### src/rtl/fetch_stage_pkg.sv
// rtl/fetch_stage_pkg.sv - CPU-wide fetch constants, IF/ID record type and next-PC select encoding
package fetch_stage_pkg;

  localparam logic [31:0] RESET_PC   = 32'h0000_0000;
  localparam logic [31:0] NOP_INSTR  = 32'h0000_0000;  // sll $0,$0,0
  localparam int unsigned IMEM_WORDS = 1024;
  localparam logic [31:0] IMEM_LO    = 32'h0000_0000;
  localparam logic [31:0] IMEM_HI    = IMEM_LO + 32'(IMEM_WORDS * 4) - 32'd4;

  typedef struct packed {
    logic [31:0] instr;
    logic [31:0] pc4;
    logic        valid;
  } if_id_t;

  typedef enum logic [1:0] {
    NPC_SEQ    = 2'd0,
    NPC_HOLD   = 2'd1,
    NPC_BRANCH = 2'd2,
    NPC_JUMP   = 2'd3
  } npc_sel_e;

  function automatic logic [31:0] word_align(input logic [31:0] addr);
    return addr & ~32'h3;
  endfunction

endpackage

### src/rtl/fetch_stage_if_id_reg.sv
// rtl/fetch_stage_if_id_reg.sv - pipeline register {instr, pc4, valid} with flush > hold > load
import fetch_stage_pkg::*;

module if_id_reg #(
  parameter logic [31:0] NOP_INSTR = fetch_stage_pkg::NOP_INSTR
) (
  input  logic        clk,
  input  logic        rst_n,
  input  logic        flush_i,
  input  logic        load_i,
  input  logic [31:0] instr_i,
  input  logic [31:0] pc4_i,
  output logic [31:0] instr_o,
  output logic [31:0] pc4_o,
  output logic        valid_o
);

  if_id_t stage_q;
  if_id_t stage_d;

  always_comb begin
    stage_d = stage_q;
    if (flush_i) begin
      stage_d.instr = NOP_INSTR;
      stage_d.pc4   = 32'h0;
      stage_d.valid = 1'b0;
    end else if (load_i) begin
      stage_d.instr = instr_i;
      stage_d.pc4   = pc4_i;
      stage_d.valid = 1'b1;
    end
  end

  always_ff @(posedge clk or negedge rst_n) begin
    if (!rst_n) begin
      stage_q.instr <= NOP_INSTR;
      stage_q.pc4   <= 32'h0;
      stage_q.valid <= 1'b0;
    end else begin
      stage_q <= stage_d;
    end
  end

  assign instr_o = stage_q.instr;
  assign pc4_o   = stage_q.pc4;
  assign valid_o = stage_q.valid;

endmodule

### src/rtl/fetch_stage.sv
// rtl/fetch_stage.sv - IF stage: PC register, next-PC select, misaligned-target fault, IF/ID register
import fetch_stage_pkg::*;

module fetch_stage #(
  parameter logic [31:0] RESET_PC  = fetch_stage_pkg::RESET_PC,
  parameter logic [31:0] NOP_INSTR = fetch_stage_pkg::NOP_INSTR
) (
  input  logic        clk,
  input  logic        rst_n,
  input  logic        stall,
  input  logic        branch_taken,
  input  logic [31:0] branch_target,
  input  logic        jump,
  input  logic [31:0] jump_target,
  output logic [31:0] pc,
  input  logic [31:0] instr_in,
  output logic [31:0] if_id_instr,
  output logic [31:0] if_id_pc4,
  output logic        if_id_valid,
  output logic        fetch_fault
);

  logic [31:0] pc_q, pc_d;
  logic        fault_q, fault_d;
  logic [31:0] pc_plus4;
  logic [31:0] target;
  logic        redirect;
  npc_sel_e    npc_sel;

  assign pc_plus4 = pc_q + 32'd4;  // modulo 2^32: 0xFFFF_FFFC wraps to 0
  assign redirect = branch_taken | jump;

  always_comb begin
    npc_sel = NPC_SEQ;
    if (branch_taken)   npc_sel = NPC_BRANCH;
    else if (jump)      npc_sel = NPC_JUMP;
    else if (stall)     npc_sel = NPC_HOLD;
  end

  always_comb begin
    target  = 32'h0;
    pc_d    = pc_plus4;
    fault_d = 1'b0;
    unique case (npc_sel)
      NPC_BRANCH: target = branch_target;
      NPC_JUMP:   target = jump_target;
      default:    target = 32'h0;
    endcase
    unique case (npc_sel)
      NPC_BRANCH, NPC_JUMP: begin
        pc_d    = word_align(target);
        fault_d = |target[1:0];
      end
      NPC_HOLD: pc_d = pc_q;
      default:  pc_d = pc_plus4;
    endcase
  end

  always_ff @(posedge clk or negedge rst_n) begin
    if (!rst_n) begin
      pc_q    <= RESET_PC;
      fault_q <= 1'b0;
    end else begin
      pc_q    <= pc_d;
      fault_q <= fault_d;
    end
  end

  // The instruction returned for pc_q is squashed by a redirect, held by a stall.
  if_id_reg #(.NOP_INSTR(NOP_INSTR)) u_if_id (
    .clk     (clk),
    .rst_n   (rst_n),
    .flush_i (redirect),
    .load_i  (!stall),
    .instr_i (instr_in),
    .pc4_i   (pc_plus4),
    .instr_o (if_id_instr),
    .pc4_o   (if_id_pc4),
    .valid_o (if_id_valid)
  );

  assign pc          = pc_q;
  assign fetch_fault = fault_q;

endmodule

### config.mk
export PLATFORM = sky130hd
export DESIGN_NAME = fetch_stage
export DESIGN_NICKNAME = d
export VERILOG_FILES = /design/src/rtl/fetch_stage_pkg.sv /design/src/rtl/fetch_stage_if_id_reg.sv /design/src/rtl/fetch_stage.sv
export SDC_FILE = /design/constraint.sdc
export NUM_CORES = 1
export LEC_CHECK = 0
export BUFFER_PORTS_ARGS = -buffer_cell sky130_fd_sc_hd__clkbuf_2
export CAP_MARGIN = 40
export CORE_MARGIN = 10
export CORE_UTILIZATION = 30
export DETAILED_ROUTE_END_ITERATION = 7
export GPL_TIMING_DRIVEN = 0
export PLACE_DENSITY_LB_ADDON = 0.1
export SYNTH_ARGS = -nofsm -noshare
export SYNTH_HDL_FRONTEND = slang
export SYNTH_HIERARCHICAL = 1
export SYNTH_SLANG_ARGS = --single-unit
### constraint.sdc
create_clock -name clk -period 3.67 [get_ports clk]
set_clock_uncertainty 0.1 [all_clocks]
set_input_delay 1.101 -clock clk [delete_from_list [all_inputs] [get_ports clk]]
set_output_delay 1.101 -clock clk [all_outputs]
set_load 0.02 [all_outputs]
==> metrics.txt, run 1 <==
status completed; most frequent cells in the layout clkbuf_2, dfrtp_1, nor2_1, mux2i_1, a21oi_1; num rows 47; setup bufs post-CTS 0; Resized cells post-CTS 0; power consumption 2715 uW; XOR/XNOR Fraction of Synth Area 4.909%; nets 845; Final setup viols 0; die area 22900 um^2; Finished Cell Area 6738 um^2; Iteration-0 DRC Markers 204; mux cell area share after synthesis 12.99%; Leakage Power 0.003393 uW; max cap viols 0; Max transition margin 45.43%; yosys warns 6; dominant cell type by area after synthesis dfrtp_1; placed cells 951; Worst Path Required 3.77 ns; first-pass GRT wire length 28600 um; CP bufs+invs 5; EDFF count, synth 0; RSZ-0062 raised after global routing no; worst path cell trace clkbuf_1 -> nor2_1 -> inv_1 -> clkbuf_1 -> buf_2 -> clkbuf_1 -> nor2_1; GRT Total Usage 16.37%; Hold WC Path Type reg -> reg; crit-path leading delay family buffers and inverters; CTS sink count 96; Placed Area 6450 um^2; CP max FO 11; HPWL after DPL 14500 um; CP endpoint kind flip-flop; routed vias 4811; most frequent CP cell clkbuf_1; number of global-route vias before repair 4871; largest family of logic cells by synthesized area compound AO/OA/AOI/OAI gates; Root Driver clkbuf_16; Synth Instances 533; starting density of the core 30.87%; most common cell after layout, fill and taps aside clkbuf_2; asr flop ratio synth 100.0%; initial antenna violation count 1; max-slew violation count 0; crit path kind in -> reg; CTS tree built; Slew @ Worst Pin 0.8185 ns; synth top area cells dfrtp_1, mux2i_1, nor2_1; routability cong. 0.7887; fraction of the mapped netlist area in adder cells 0.2418%; sequential area share after synthesis 46.43%; CTS buffer count 9; clk slew on worst S/H paths 0.07 ns; type of element launching the critical path input port; Antenna Nets Post-Route 0; H-tree lvl count 3; Avg Cell Area, Syn 9.707 um^2; Min Hold Slack 0.4185 ns; Main synth FF type dfrtp_1; total congestion overflow 0; Period minus WS final 3.391 ns; library cells used by synthesis 46; Compound-Gate Fraction of Synth Area 15.82%; Die Height 151.3 um; port bufs 194; pwr/cell area 403.0 nW/um^2; final worst slack 0.2785 ns; #FFs+latches synth 96; Hold-fix buffers, CTS 0; Die X-Extent 151.3 um; slowest stage delay, CP 0.61 ns; Skew-Pair Late Insertion Delay 0.35 ns; non-filler instance count after layout 969; mapped cell area 5174 um^2; fin crit share 92.41%; clk buf depth 2; drt first pass iters 7; DR vias/cell 4.965; fraction of layout cells with a size suffix above 1 31.68%; CP arrival 3.49 ns; drc violations 0; Fmax 294.9 MHz; VDD IR max 210.9 uV; largest net degree at the start of global routing 97; final hold vios 0; worst slack at placement -0.08173 ns; IO Count 199; Slowest cell on crit path clkbuf_1; final wirelength 19120 um; top-area cell type share of the netlist area 46.43%; detailed-route wire length per cell 19.73 um; simple-gate share of the synthesized area 14.15%; core box area 16760 um^2; Area Growth Syn to Fin 30.23%
-- cells in the mapped netlist, drive strengths merged (7+ instances only) --
cell type,count
o21ai,30
xnor2,24
nand4,10
buf,14
clkbuf,23
mux2i,66
a21oi,49
nor2,78
nand3,10
a22oi,10
nand2,36
inv,15
dfrtp,96
a2bb2oi,18
nor3,7
-- state kept, by name, indices dropped and copies added, names as in the netlist --
register,flops
fetch_fault,1
pc,30
u_if_id/instr_o,32
u_if_id/pc4_o,32
u_if_id/valid_o,1
-- tightest hold or removal path: stages, from the launching register on --
cell	delay, ns
dfrtp_1	0.34
mux2i_1	0.07
nor2_1	0.07
-- metrics by stage --
stage | util, % | setup TNS [ns]
after floorplan | - | 0
after global placement | 38.37 | -2.046
after detailed placement | 38.48 | -0.7228
after CTS | 40.16 | 0
after global routing | 40.20 | 0
final | 40.20 | 0
-- power breakdown --
group | switching [uW] | internal (uW)
clock network | 455 | 472
logic | 349 | 237
registers | 80.9 | 1120
-- cell families (layout without fill, tap and decap cells) --
logic type / count (synthesis) / count (layout)
other: 1 / 5
and+or+nand+nor: 157 / 157
AOI/OAI and AO/OA: 130 / 130
buffers and inverters: 52 / 264
adders and majority gates: 1 / 1
DFF: 96 / 96
xor gates and xnor gates: 29 / 29
muxes: 67 / 67
-- path summary, 6_finish.rpt --
check / end / depth (start not counted) / slack [ns] / start
min: u_if_id/instr_o[29] / 2 / 0.42 / u_if_id/instr_o[29]
max: u_if_id/pc4_o[15] / 7 / 0.28 / jump
min reg2reg: u_if_id/instr_o[29] / 2 / 0.42 / u_if_id/instr_o[29]
min in group asynchronous: u_if_id/instr_o[5] / 1 / 0.72 / rst_n
max in group asynchronous: pc[17] / 1 / 2.16 / rst_n
max reg2reg: u_if_id/pc4_o[24] / 7 / 1.25 / pc[2]
-- cell type report --
type / instances / area [um^2]
flip-flops and latches: 96 / 2402
clock inverters: 6 / 51.30
inverters: 15 / 56.30
plain buffers: 37 / 222.7
well taps: 220 / 275.3
multi-input cells: 388 / 2504
fillers: 1747 / 10020
repair buffers: 196 / 994.7
clock buffers: 10 / 229.0
diodes: 1 / 2.502
-- per-layer routing --
layer  vias up  track usage [%]  share of wire, %
li1       2300                -                 -
met1      2314            20.65                42
met2       175            26.84                49
met3        22            3.461               7.0
met4         0            6.208               2.0
met5         -                0                 0
No activity file was read; power rests on OpenSTA's default activity.
==> inputs of run 2 (changes only) <==
--- a/config.mk
+++ b/config.mk
@@ -14,5 +14,4 @@
 export PLACE_DENSITY_LB_ADDON = 0.1
 export SYNTH_ARGS = -nofsm -noshare
 export SYNTH_HDL_FRONTEND = slang
-export SYNTH_HIERARCHICAL = 1
 export SYNTH_SLANG_ARGS = --single-unit
==> constraint.sdc (replaced) <==
create_clock -name clk -period 4 [get_ports clk]
set_clock_uncertainty 0.1 [all_clocks]
set_input_delay 1.2 -clock clk [delete_from_list [all_inputs] [get_ports clk]]
set_output_delay 1.2 -clock clk [all_outputs]
set_load 0.02 [all_outputs]
==> metrics.txt, run 2 <==
drt first pass iters 5; Area Growth Syn to Fin 31.48%; non-filler instance count after layout 948; routability cong. 0.7983; Synth Instances 517; Period minus WS final 2.950 ns; pwr/cell area 369.6 nW/um^2; fin crit share 73.75%; total congestion overflow 0; Hold-fix buffers, CTS 0; DR vias/cell 4.877; library cells used by synthesis 52; max reg flops 32; Resized cells post-CTS 0; GRT Total Usage 16.53%; H-tree lvl count 3; Fmax 339.0 MHz; FF-to-FF setup slack 1.80 ns; initial antenna violation count 0; crit path kind in -> reg; Die X-Extent 148.9 um; most frequent cells in the layout clkbuf_2, dfrtp_1, nor2_1, nand2_1, o21ai_0; sequential area share after synthesis 47.20%; Placed Area 6261 um^2; HPWL after DPL 14540 um; nets 826; Finished Cell Area 6553 um^2; most common cell after layout, fill and taps aside clkbuf_2; Final setup viols 0; core box area 16410 um^2; cell with the most instances after synthesis dfrtp_1; Die Height 148.9 um; Antenna Nets Post-Route 0; setup bufs post-CTS 0; Commonest cells post-synth dfrtp_1, nor2_1, nand2_1, o21ai_0, mux2i_1; CTS tree built; CP max FO 10; final hold vios 0; number of global-route vias before repair 4990; fraction of layout cells with a size suffix above 1 32.83%; VDD IR max 178.5 uV; port bufs 192; die area 22170 um^2; EDFF count, synth 0; yosys warns 0; Hold WC Path Type reg -> reg; Worst Path Required 4.15 ns; #FFs+latches synth 94; Slew @ Worst Pin 0.7306 ns; status completed; Main synth FF type dfrtp_1; CP arrival 3.10 ns; TNS Setup 0 ns; routed vias 4623; type of element launching the critical path input port; Max transition margin 51.29%; max-slew violation count 0; dominant cell type by area after synthesis dfrtp_1; CTS sink count 94; Antenna diodes 0; mapped cell area 4984 um^2; synth top area cells dfrtp_1, mux2i_1, o21ai_0; clk slew on worst S/H paths 0.07 ns; placed cells 933; Avg Cell Area, Syn 9.639 um^2; Leakage Power 0.003156 uW; drc violations 0; detailed-route wire length per cell 19.44 um; Skew-Pair Late Insertion Delay 0.34 ns; largest net degree at the start of global routing 58; starting density of the core 30.37%; asr flop ratio synth 100.0%; max cap viols 0; first-pass GRT wire length 28720 um; final wirelength 18430 um; num rows 47; top-area cell type share of the netlist area 47.20%; Iteration-0 DRC Markers 245; CP endpoint kind flip-flop; Root Driver clkbuf_16; RSZ-0062 raised after global routing no; CTS buffer count 9; clk buf depth 2; IO Count 199
[run 2: cell types whose count changed after synthesis, moves of 7 or more]
cell and delta:
a2bb2oi_1 -15, a21oi_1 -19, mux2i_1 -29, inv_1 -7, buf_1 +7, nand2_1 +10, nor2_1 -17, o21ai_0 +15
o221ai_1 +8, xor2_1 +10
[run 2: routing by layer]
metal | routed length [um] | vias up | global-route usage (%)
met1 | 8091 | 2228 | 21.03
li1 | - | 2220 | -
met5 | 0 | - | 0
met2 | 8454 | 163 | 25.58
met3 | 1692 | 12 | 6.917
met4 | 195 | 0 | 3.729
[run 2: cells by family after synthesis]
kind of cell	after synthesis	synth area share, %
multiplexers	39	7.884
flip-flops	94	47.20
other	1	0.07525
adder cells (fa/ha/maj)	1	0.2510
AND/OR/NAND/NOR	173	19.11
AO/OA/AOI/OAI	117	13.88
XOR/XNOR	39	6.854
buffers and inverters	53	4.745
[run 2: power by group]
part | internal [uW] | total [uW] | switching (uW)
Combinational | 177 | 472 | 296
Sequential | 1010 | 1080 | 70.8
Clock | 500 | 874 | 374
Total | 1680 | 2420 | 740
[run 2: final cells by class]
| class | count | area [um^2] |
|---|---|---|
| fillers | 1715 | 9854 |
| multi-input cells | 373 | 2406 |
| flip-flops and latches | 94 | 2352 |
| repair buffers | 193 | 991.0 |
| well taps | 220 | 275.3 |
| clock buffers | 12 | 246.5 |
| plain buffers | 45 | 206.4 |
| clock inverters | 3 | 45.04 |
| inverters | 8 | 30.03 |
[run 2: critical path, stage by stage]
cell,delay [ns]
buf_2,0.21
clkbuf_1,0.59
clkbuf_1,0.61
nand2_1,0.11
nor2_1,0.12
a21oi_1,0.05
o221ai_1,0.20
[run 2: path summary, 6_finish.rpt]
kind,endpoint,depth (start not counted),startpoint
max,pc[30],7,stall
max reg2reg,pc[30],7,pc[4]
min in group asynchronous,fetch_fault,1,rst_n
min reg2reg,u_if_id.valid_o,1,u_if_id.valid_o
max in group asynchronous,u_if_id.instr_o[7],2,rst_n
min,u_if_id.valid_o,1,u_if_id.valid_o
[run 2: per-stage QoR]
step                hold WS, ns  worst slack (ns)  power (uW)  util, %
floorplan                0.4859             1.422        1350        -
global placement         0.3719            0.2796        1564    37.98
detailed placement       0.3701            0.7402        1574    38.16
CTS                      0.3852             1.107        2455    39.94
global route             0.4094            0.9487        2543    39.94
finish                   0.3792             1.050        2422    39.94
